**config.mk**
```make
export PLATFORM = sky130hd
export DESIGN_NAME = uart_tx_fifo
export DESIGN_NICKNAME = d
export VERILOG_FILES = /design/src/rtl/uart_tx_fifo.sv
export SDC_FILE = /design/constraint.sdc
export NUM_CORES = 1
export LEC_CHECK = 0
export BUFFER_PORTS_ARGS = -buffer_cell sky130_fd_sc_hd__clkbuf_2
export CORE_ASPECT_RATIO = 0.75
export CORE_MARGIN = 3
export CORE_UTILIZATION = 30
export DETAILED_ROUTE_END_ITERATION = 16
export PLACE_DENSITY_LB_ADDON = 0.15
export SYNTH_ARGS = -nofsm -noshare
export SYNTH_HDL_FRONTEND = slang
export SYNTH_SLANG_ARGS = --single-unit
```
**constraint.sdc**
```tcl
create_clock -name i_clk -period 3.7 [get_ports i_clk]
set_input_delay 0.555 -clock i_clk [delete_from_list [all_inputs] [get_ports i_clk]]
set_output_delay 0.555 -clock i_clk [all_outputs]
set_load 0.01 [all_outputs]
```
**src/rtl/uart_tx_fifo.sv**
```systemverilog
// Transmit byte queue feeding a UART engine via a load/txrdy handshake.
// Define TXFIFO_OVF_EN to add the sticky overflow flag (o_ovf / i_ovf_clr).
module uart_tx_fifo #(
    parameter int DEPTH = 16,
    parameter int AW    = 4
) (
    input  logic          i_clk,
    input  logic          i_reset,
    input  logic          i_wr_en,
    input  logic [7:0]    i_wr_data,
    input  logic          i_txrdy,
`ifdef TXFIFO_OVF_EN
    input  logic          i_ovf_clr,
    output logic          o_ovf,
`endif
    output logic          o_load,
    output logic [7:0]    o_tx_data,
    output logic [AW:0]   o_count,
    output logic          o_empty,
    output logic          o_full
);

    typedef enum logic [1:0] {
        S_IDLE      = 2'd0,
        S_LOAD      = 2'd1,
        S_WAIT_BUSY = 2'd2,
        S_WAIT_RDY  = 2'd3
    } state_t;

    localparam logic [AW:0] LP_DEPTH = (AW+1)'(DEPTH);

    logic [7:0]    r_mem [DEPTH];
    logic [AW-1:0] r_wr_ptr;
    logic [AW-1:0] r_rd_ptr;
    logic [AW:0]   r_count;
    logic [7:0]    r_tx_data;
    logic          r_load;
    state_t        r_state;
    state_t        w_next;
    logic          w_pop;
    logic          w_push;
    logic          w_empty;
    logic          w_full;

    assign w_empty = (r_count == '0);
    assign w_full  = (r_count == LP_DEPTH);

    // A pop frees a slot on the same edge, so a write while full still lands.
    assign w_pop  = (r_state == S_IDLE) && !w_empty && i_txrdy;
    assign w_push = i_wr_en && (!w_full || w_pop);

    always_comb begin
        w_next = r_state;
        unique case (r_state)
            S_IDLE:      if (w_pop)     w_next = S_LOAD;
            S_LOAD:                     w_next = S_WAIT_BUSY;
            S_WAIT_BUSY: if (!i_txrdy)  w_next = S_WAIT_RDY;
            S_WAIT_RDY:  if (i_txrdy)   w_next = S_IDLE;
            default:                    w_next = S_IDLE;
        endcase
    end

    always_ff @(posedge i_clk) begin
        if (i_reset) begin
            r_state <= S_IDLE;
            r_load  <= 1'b0;
        end else begin
            r_state <= w_next;
            r_load  <= (w_next == S_LOAD);
        end
    end

    always_ff @(posedge i_clk) begin
        if (w_push && !i_reset) begin
            r_mem[r_wr_ptr] <= i_wr_data;
        end
    end

    always_ff @(posedge i_clk) begin
        if (i_reset) begin
            r_wr_ptr  <= '0;
            r_rd_ptr  <= '0;
            r_count   <= '0;
            r_tx_data <= 8'h00;
        end else begin
            if (w_push) begin
                r_wr_ptr <= r_wr_ptr + 1'b1;
            end
            if (w_pop) begin
                r_rd_ptr  <= r_rd_ptr + 1'b1;
                r_tx_data <= r_mem[r_rd_ptr];
            end
            if (w_push && !w_pop) begin
                r_count <= r_count + 1'b1;
            end else if (w_pop && !w_push) begin
                r_count <= r_count - 1'b1;
            end
        end
    end

`ifdef TXFIFO_OVF_EN
    logic r_ovf;

    always_ff @(posedge i_clk) begin
        if (i_reset) begin
            r_ovf <= 1'b0;
        end else if (i_wr_en && !w_push) begin
            r_ovf <= 1'b1;
        end else if (i_ovf_clr) begin
            r_ovf <= 1'b0;
        end
    end

    assign o_ovf = r_ovf;
`endif

    assign o_load    = r_load;
    assign o_tx_data = r_tx_data;
    assign o_count   = r_count;
    assign o_empty   = w_empty;
    assign o_full    = w_full;

endmodule
```
Word level (Yosys, flattened, before mapping)
Memory sizes are Yosys's and may differ from the RTL's. A register that Yosys moved wholly into a read port is not among the register bits.
Cells that the tools add are included.
{"block": "op_classes", "eq_ne": 5, "add_sub_neg": 4, "n_reduce_logical": 15, "muxes": 8}
{"cell": "$mux W5", "count": 2}
{"cell": "$add A4 B1 Y4 const B", "count": 2}
{"cell": "$pmux W2 S4", "count": 1}
{"cell": "$logic_and A1 B1 Y1", "count": 6}
{"cell": "$mux W2", "count": 3}
{"cell": "$add A5 B1 Y5 const B", "count": 1}
{"cell": "$eq A5 B5 Y1 const B", "count": 1}
{"cell": "$logic_not A1 Y1", "count": 5}
{"cell": "$logic_not A5 Y1", "count": 1}
{"cell": "$sub A5 B1 Y5 const B", "count": 1}
{"cell": "$eq A2 B1 Y1 const B", "count": 2}
{"cell": "$eq A2 B2 Y1 const B", "count": 2}
{"cell": "$logic_not A2 Y1", "count": 1}
{"cell": "$mux W1", "count": 2}
{"cell": "$reduce_bool A2 Y1", "count": 1}
{"cell": "$logic_or A1 B1 Y1", "count": 1}
{"block": "totals", "n_memories": 1, "inputBits": 12, "elab_cells": 38, "output_inout_bits": 16, "ram_bits": 128, "ff_bits": 16}
{"memory": "r_mem", "depth": 16, "width": 8, "read_ports": 1, "rd_clocked_by_memory_dff": 1, "wr": 1, "line": "32", "source": "logic [7:0] r_mem [DEPTH];"}

Logic depth before layout (Yosys ltp)
Gate-level depths: netlist (run 1).
{"block": "logic_depth", "ltp_word": 10, "depth_mapped": 12}

Least setup slack after synthesis (run 1)
No wires, ideal clock.
{"block": "synth_path", "path_kind": "reg2reg", "from": "register r_count[0] (netlist: o_count[0])", "to": "register r_count[4] (netlist: o_count[4])", "arrival_time_ps": 2963, "setup_ps": 121, "n_path_buf": 2, "synth_period_minus_slack_ps": 3084, "stages_incl_launch_ff": 13, "required_ps": 3579, "path_slack_ps": 616, "path_cell_list": "dfxtp_1 or4_4 buf_6 o21a_1 buf_4 inv_1 ha_1 inv_1 fa_1 a21o_1 a21oi_1 mux2i_1 mux2_2"}
{"block": "synth_between", "elab_chain_cells": 9, "elab_cells_between_ends": 17, "classes_between": "2 x add/sub; 1 x eq/ne; 2 x mux; 12 x reduce/logical"}
{"element": "start: declaration", "line": "35", "source": "logic [AW:0] r_count;"}
{"element": "start signal: assignment", "line": "94", "source": "r_count <= r_count + 1'b1;"}
{"element": "start signal: assignment", "line": "96", "source": "r_count <= r_count - 1'b1;"}
{"element": "branches (longest 9 deep; another with $sub A5 B1 Y5)"}
Parallel ways; which one is timed is not known. The select of a mux whose other input is x is not followed.
A chain may end at the register's enable or synchronous reset.

Final worst setup path (run 1)
Ends and elaborated chain as after synthesis.

==> results.yml, run 1 <==
yosys:
  synthFlopType: "edfxtp_1"
  yosys_warnings: 0
  synth.area.top_cells: "edfxtp_1 63%, mux2i_1 11%, dfxtp_1 7.8%"
  syn_area_sq_um: 6121
  syn_inst: 396
  yosysSeqAreaShare_pct: 70.65
  async_flop_share_pct: 0
  synthesis.nets: 418
  synth_cell_type_count: 40
  synth-edff-count: 128
  ys_seq_elements: 152
  synth_top_area_share_pct: 62.80
  yosys.area.top_type: "edfxtp_1"
  avgSynthCellArea_sq_um: 15.46
floorplan:
  ios: 28
  die_w_um: 170.9
  rows: 44
  fp.dieH_um: 129.7
  core_area_sq_um: 19710
  die_area_sq_um: 22170
  start_util_pct: 31.06
sta:
  hold_viol_final: 0
  report.final.slew_viol_count: 0
  finalSetupTns_ns: 0
  post-route-period-util_pct: 84.71
  finalSetupViolations: 0
  slew_headroom_pct: 38.58
  worstMarginPinSlew_ns: 0.9180
  rsz0062_at_grt: "no"
  min_period_ns: 3.134
  fin_skew_ns: 0.009060
  whs_ns: 0.3526
  fmax_mhz: 319.1
routing:
  first_pass_iters: 4
  routed_wl_mm: 13.99
  vias_per_cell: 4.817
  drcViolationCount: 0
  ant_nets: 0
  drtIter0Drc: 192
  vias: 3319
  wl_per_cell_um: 20.30
cells_and_area:
  syn_to_final_growth_pct: 16.62
  drive_gt1_share_pct: 16.51
  n_fill_cell: 1872
  nets: 445
  antenna_cells: 0
setup_path:
  critPathCaptureType: "flop"
  critical_path_class: "flop to flop"
  critPathArrivalTime_ns: 3.45
  cp-start-kind: "flop"
  crit_fanout: 7
  critical_path_required_ns: 4.01
clock_tree:
  cts_root_buf: "clkbuf_16"
  cts_resized: 0
  numCtsBuffers: 17
  clock_latency_ns: 0.42
  cts_hold_buf: 0
  cts_tree: "done"
  cts.path.max_buffers: 2
  htree_levels: 4
  cts_setup_buffers: 0
  clk_pin_slew_worst_paths_ns: 0.07
  numClockSinks: 152
global_routing:
  use_met1_pct: 19.72
  busiest_layer: "met1"
  grt_overflow: 0
  grtUsageMet2_pct: 18.92
  met3_usage_pct: 3.846
  antenna_found_initial: 0
  grt_pass1_vias: 3290
  grt_max_degree: 45
  grt_pass1_wl_mm: 21.03
  grt_util_all_layers_pct: 13.25
pwr:
  ir_drop_mv: 0.2444
  p_per_area_nw_per_um2: 643.7
  power.leakage_nw: 2.272
  finalPower_mw: 4.594
outcome:
  status: "finished, final reports clean"
placement:
  place.gp.congestion: 0.7427
  io_buffer_count: 27
  dpl.hpwl_mm: 9.273
flow_run:
  maxCapViolCount: 0
worst_hold_path:
  hp-class: "input port to flop"
final cells by class:
class / instances / area (sq um) / share of cell area, %
Clock buffer: 25 / 570.5 / 7.993
Clock inverter: 7 / 73.82 / 1.034
Inverter: 5 / 18.77 / 0.2629
Multi-Input combinational cell: 216 / 1653 / 23.16
Sequential cell: 152 / 4328 / 60.63
Tap cell: 253 / 316.6 / 4.435
Timing Repair Buffer: 31 / 177.7 / 2.489
logic make-up (layout without fill, tap and decap cells):
family	count (synthesis)	count (layout)	synth area share (%)
fa+ha+maj	10	10	2.167
compound gates	55	55	6.214
simple gates	74	74	6.092
mux	69	69	11.39
buf+inv	28	68	2.351
flops	152	152	70.65
xor+xnor	8	8	1.145
cells in the mapped netlist (2+ instances only):
master    count
a211oi_1      8
nand2_1       7
nand3b_1      4
buf_6         3
xnor2_1       3
inv_1         5
or3_1         2
nor2_1       42
clkbuf_1      8
a21oi_1       5
nand2b_1      2
o22ai_1      32
buf_2        10
dfxtp_1      24
o211ai_1      2
ha_1          9
xor2_1        5
nor4_1        8
or3b_2        3
mux2i_1      67
edfxtp_1    128
worst paths after layout:
kind / from / to / slack (ns) / depth (start not counted)
min: i_txrdy / r_state[1] / 0.35 / 2
max: o_count[0] / o_count[4] / 0.57 / 10
max reg2reg: o_count[0] / o_count[4] / 0.57 / 10
min reg2reg: r_state[0] / r_state[1] / 0.49 / 1
state kept, by name (all words and copies together) (netlist names):
| register | cells |
|---|---|
| r_rd_ptr | 4 |
| o_load | 1 |
| o_tx_data | 8 |
| r_state | 2 |
| r_mem | 128 |
| r_wr_ptr | 4 |
| o_count | 5 |
critical path, cell delays in order (launching register included):
cell and delay [ns]:
dfxtp_1 0.37, or4_4 0.61, o31a_1 0.30, buf_4 0.17, ha_1 0.20, inv_1 0.15, ha_1 0.29, a21o_1 0.19
a21oi_1 0.17, mux2i_1 0.22, mux2_2 0.35
metrics by stage:
stage               utilization (%)  setup WS (ns)  area [sq um]  cells
global route                  36.22         0.3870          7138    689
finish                        36.22         0.5658          7138    689
floorplan                         -         0.6163          6121    396
CTS                           36.22         0.5462          7138    689
global placement              32.95         0.6139          6494    657
detailed placement            32.95         0.5748          6494    657
power breakdown:
group	total, mW	leakage (nW)	switching, mW	internal, mW
registers	2.05	1.35	0.0924	1.95
clock network	1.83	0.304	0.684	1.14
logic	0.723	0.616	0.439	0.284
per-layer routing:
metal  vias to the layer above  part of all wire (%)
li1                       1586                     -
met1                      1672                    50
met2                        52                    43
met3                         9                   5.3
met4                         0                  0.99
met5                         -                     0
placed cells by master, fill, tap and decap left out, types with 5 or more instances in the layout:
cell,count
o22ai_1,32
a21oi_1,5
clkbuf_2,27
xor2_1,5
nor4_1,8
a211oi_1,8
clkbuf_16,21
nor2_1,42
nand2_1,7
inv_1,5
edfxtp_1,128
ha_1,9
dfxtp_1,23
mux2i_1,67
(Power assumes the default switching activity.)
==> run 2, diff against run 1 <==
==> constraint.sdc (replaced) <==
create_clock -name i_clk -period 3.3 [get_ports i_clk]
set_input_delay 0.495 -clock i_clk [delete_from_list [all_inputs] [get_ports i_clk]]
set_output_delay 0.495 -clock i_clk [all_outputs]
set_load 0.01 [all_outputs]
==> results.yml, run 2 (synthesis gave the netlist of run 1 again) <==
clock_tree:
  cts_setup_buffers: 0
  htree_levels: 4
  cts_hold_buf: 0
  numCtsBuffers: 17
  clock_latency_ns: 0.42
  cts.path.max_buffers: 2
  numClockSinks: 152
  cts_resized: 0
  clk_pin_slew_worst_paths_ns: 0.06
  cts_tree: "done"
  cts_root_buf: "clkbuf_16"
floorplan:
  die_area_sq_um: 22170
  fp.dieH_um: 129.7
  rows: 44
  ios: 28
  die_w_um: 170.9
  core_area_sq_um: 19710
  start_util_pct: 31.06
pwr:
  sequentialPowerShare_pct: 44.3
  ir_drop_mv: 0.2683
  clockPowerShare_pct: 39.6
  power.leakage_nw: 2.309
  switching_power_mw: 1.366
  comb_power_share_pct: 16.1
  p_per_area_nw_per_um2: 720.9
  finalPower_mw: 5.165
  internal-power_mw: 3.799
  switching_share_pct: 26.44
cells_and_area:
  syn_to_final_growth_pct: 17.05
  antenna_cells: 0
  n_fill_cell: 1897
  nets: 449
  regMostFlops: "r_mem"
  layout_commonest_cell: "edfxtp_1"
  drive_gt1_share_pct: 17.27
  largest_reg_flops: 128
  final_cell_mix: "128 x edfxtp_1, 67 x mux2i_1, 42 x nor2_1"
routing:
  drcViolationCount: 0
  vias_per_cell: 4.762
  routed_wl_mm: 13.87
  drtIter0Drc: 293
  first_pass_iters: 4
  ant_nets: 0
  wl_per_cell_um: 20.01
  vias: 3300
setup_path:
  cp-start-kind: "flop"
  critical_path_required_ns: 3.60
  crit_fanout: 7
  crit_path_frequent_cell: "inv_1"
  critPathTopFamily: "adder cells"
  critPathMaxStageDelay_ns: 0.60
  critical_path_class: "flop to flop"
  path_cells: "or4_4 -> o21a_1 -> inv_1 -> ha_1 -> inv_1 -> fa_1 -> a21o_1 -> a21oi_1 -> mux2i_1 -> mux2_2"
  critPathArrivalTime_ns: 3.34
  critPathSlowestCell: "or4_4"
  critPathCaptureType: "flop"
  cp_num_buf_inv: 2
sta:
  worstMarginPinSlew_ns: 1.092
  fin_skew_ns: 0.01135
  min_period_ns: 3.033
  report.final.slew_viol_count: 0
  fmax_mhz: 329.7
  slew_headroom_pct: 26.92
  hold_viol_final: 0
  post-route-period-util_pct: 91.91
  finalSetupViolations: 0
  rsz0062_at_grt: "no"
  finalSetupTns_ns: 0
global_routing:
  grt_overflow: 0
  grt_pass1_wl_mm: 21.31
  grt_max_degree: 42
  grt_util_all_layers_pct: 13.26
  antenna_found_initial: 0
  grt_pass1_vias: 3382
flow_run:
  maxCapViolCount: 0
placement:
  dpl.hpwl_mm: 9.184
  io_buffer_count: 27
  place.gp.congestion: 0.7621
worst_hold_path:
  hp-class: "input port to flop"
outcome:
  status: "finished, final reports clean"
[run 2: area by class of cell]
| class | count | area, sq um | share of cell area [%] |
|---|---|---|---|
| tap | 253 | 316.6 | 4.418 |
| sequential | 152 | 4328 | 60.41 |
| clock inverter | 7 | 70.07 | 0.9780 |
| timing repair buffer | 35 | 207.7 | 2.899 |
| multi-input combinational | 216 | 1653 | 23.07 |
| inverter | 5 | 18.77 | 0.2620 |
| clock buffer | 25 | 570.5 | 7.964 |
[run 2: metal layers]
metal  up-vias  track usage (%)  share of wire, %
met3        11            3.028               3.2
met5         -                0                 0
met4         0            3.548              0.84
met1      1656            20.26                54
met2        49            18.94                42
li1       1584                -                 -
[run 2: through the flow]
stage                     cell area [sq um]  util (%)  hold WS (ns)  setup slack (ns)  instances
after floorplan                        6121         -        0.4460            0.2163        396
after global placement                 6524     33.10        0.4562            0.3311        661
after detailed placement               6524     33.10        0.4699            0.2794        661
after CTS                              7164     36.35        0.2716            0.2593        693
after global routing                   7164     36.35        0.2922           0.07041        693
final                                  7164     36.35        0.2947            0.2669        693
[run 2: power by group through the flow]
stage	sequential (mW)	combinational, mW	clock [mW]
finish	2.29	0.834	2.04
global route	2.30	0.925	2.18
CTS	2.29	0.844	2.08
detailed placement	2.33	0.840	0
global placement	2.32	0.841	0
floorplan	2.33	0.559	0
[run 2: final timing paths]
| kind | from | to | slack, ns | depth (start not counted) |
|---|---|---|---|---|
| max | o_count[1] | o_count[4] | 0.27 | 10 |
| min | i_txrdy | r_state[1] | 0.29 | 2 |
| max reg2reg | o_count[1] | o_count[4] | 0.27 | 10 |
| min reg2reg | r_state[0] | r_state[1] | 0.47 | 1 |
==> run 3, diff against run 2 <==
--- a/config.mk
+++ b/config.mk
@@ -5,6 +5,7 @@
 export SDC_FILE = /design/constraint.sdc
 export NUM_CORES = 1
 export LEC_CHECK = 0
+export ABC_AREA = 1
 export BUFFER_PORTS_ARGS = -buffer_cell sky130_fd_sc_hd__clkbuf_2
 export CORE_ASPECT_RATIO = 0.75
 export CORE_MARGIN = 3
==> results.yml, run 3 <==
outcome:
  status: "finished, final reports clean"
clock_tree:
  clk_pin_slew_worst_paths_ns: 0.07
  cts_tree: "done"
  clock_latency_ns: 0.41
  cts_root_buf: "clkbuf_16"
  numClockSinks: 152
  cts.path.max_buffers: 2
  cts_hold_buf: 0
  cts_setup_buffers: 0
  htree_levels: 4
  cts_resized: 0
  numCtsBuffers: 17
setup_path:
  critPathArrivalTime_ns: 2.86
  critPathSlowestCell: "dfxtp_1"
  critical_path_required_ns: 3.61
  path_cells: "nor2_1 -> nand4_1 -> nand2_4 -> nand2_4 -> nand2_4 -> inv_8 -> ha_1 -> inv_1 -> ha_1 -> a21oi_1 -> nand2_1 -> xor2_1 -> o21ai_0 -> inv_1"
  critPathMaxStageDelay_ns: 0.37
  critPathTopFamily: "simple AND/OR/NAND/NOR gates"
  cp_num_buf_inv: 3
  crit_fanout: 10
  critPathCaptureType: "flop"
  cp-start-kind: "flop"
  critical_path_class: "flop to flop"
  crit_path_frequent_cell: "nand2_4"
yosys:
  synth_cell_type_count: 29
  yosysSeqAreaShare_pct: 64.38
  avgSynthCellArea_sq_um: 9.892
  yosysMostFrequentCell: "nand2_1"
  synthesis.nets: 701
  yosys_warnings: 0
  async_flop_share_pct: 0
  ys_seq_elements: 152
  synthFlopType: "edfxtp_1"
  yosys.area.top_type: "edfxtp_1"
  syn_area_sq_um: 6716
  synth-edff-count: 128
  synth_top_area_share_pct: 57.23
  syn_inst: 679
  synth_commonest_cells: "213 x nand2_1, 128 x edfxtp_1, 99 x nand3_1, 88 x inv_1, 42 x nor2_1"
  synth.area.top_cells: "edfxtp_1 57%, nand2_1 12%, nand3_1 7.4%"
floorplan:
  core_area_sq_um: 21580
  die_w_um: 178.8
  die_area_sq_um: 24240
  ios: 28
  rows: 46
  start_util_pct: 31.12
  fp.dieH_um: 135.6
placement:
  place.gp.congestion: 0.7711
  io_buffer_count: 27
  dpl.hpwl_mm: 10.49
  dpl_worst_slack_ns: 0.7291
routing:
  vias_per_cell: 4.532
  vias: 4568
  met1Wirelength_mm: 8.015
  wl_per_cell_um: 16.13
  wl_met3_um: 824
  first_pass_iters: 7
  top_layer: "met4"
  routed_wl_mm: 16.26
  drtIter0Drc: 299
  ant_nets: 0
  wl_met2_mm: 7.287
  drcViolationCount: 0
cells_and_area:
  largest_reg_flops: 128
  final_cell_mix: "213 x nand2_1, 128 x edfxtp_1, 99 x nand3_1"
  nets: 728
  utilization_pct: 35.57
  syn_to_final_growth_pct: 14.29
  regMostFlops: "r_mem"
  drive_gt1_share_pct: 11.40
  layout_commonest_cell: "nand2_1"
sta:
  slew_headroom_pct: 13.02
  worst_slack_ns: 0.7538
  min_period_ns: 2.546
  finalSetupViolations: 0
  fmax_mhz: 392.7
  rsz0062_at_grt: "no"
  finalSetupTns_ns: 0
  hold_viol_final: 0
  post-route-period-util_pct: 77.16
  fin_skew_ns: 0.01274
  worstMarginPinSlew_ns: 1.303
  report.final.slew_viol_count: 0
pwr:
  internal-power_mw: 3.632
  switching_share_pct: 34.32
  clockPowerShare_pct: 32.0
  p_per_area_nw_per_um2: 720.4
  switching_power_mw: 1.898
  power.leakage_nw: 3.220
  comb_power_share_pct: 27.0
  ir_drop_mv: 0.3440
  sequentialPowerShare_pct: 41.0
global_routing:
  grt_max_degree: 67
  grt_util_all_layers_pct: 14.08
  antenna_found_initial: 0
  grt_overflow: 0
  grt_pass1_wl_mm: 25.55
  grt_pass1_vias: 4489
worst_hold_path:
  hp-class: "input port to flop"
flow_run:
  maxCapViolCount: 0
run 3: stage by stage:
step	cells	power [mW]	area, sq um	hold WS, ns
global route	1007	5.868	7674	0.2872
CTS	1007	5.580	7674	0.2802
finish	1008	5.530	7676	0.2959
floorplan	679	3.369	6716	0.4219
global placement	975	3.796	7142	0.4340
detailed placement	975	3.812	7142	0.4624
run 3: area by class of cell:
type                       instances  area (sq um)
multi-input combinational        404          1877
clock buffer                      19         432.9
timing repair buffer              38         217.7
clock inverter                    13         98.84
inverter                          93         361.6
tap                              288         360.3
antenna                            1         2.502
sequential                       152          4325
fill                            2155         13910
run 3: layer usage:
layer	vias to the layer above	global-route usage, %
met4	0	3.503
met3	11	3.894
met2	97	21.42
li1	2257	-
met5	-	0
met1	2203	19.93
run 3: final timing paths:
check,cells past startpoint,start,end,slack [ns]
worst max-delay path,14,o_count[0],o_count[3],0.75
worst min-delay path,2,i_txrdy,r_state[1],0.30
worst max register to register,14,o_count[0],o_count[3],0.75
worst min register to register,1,r_state[0],r_state[1],0.47
run 3: cell families (layout without fill, tap and decap cells):
kind of cell | Yosys count | after routing | share of synthesized area (%)
xor gates and xnor gates | 7 | 7 | 0.9128
and+or+nand+nor | 366 | 366 | 23.38
AOI/OAI and AO/OA | 21 | 21 | 1.677
DFF | 152 | 152 | 64.38
adders and majority gates | 10 | 10 | 1.975
buffers and inverters | 123 | 163 | 7.675
other | 0 | 1 | 0
run 3: power groups by stage:
stage | Sequential (mW) | Clock, mW | Combinational (mW)
final | 2.27 | 1.77 | 1.49
after floorplan | 2.33 | 0 | 1.04
after global placement | 2.30 | 0 | 1.49
after global routing | 2.28 | 1.89 | 1.69
after detailed placement | 2.31 | 0 | 1.50
after CTS | 2.27 | 1.80 | 1.51
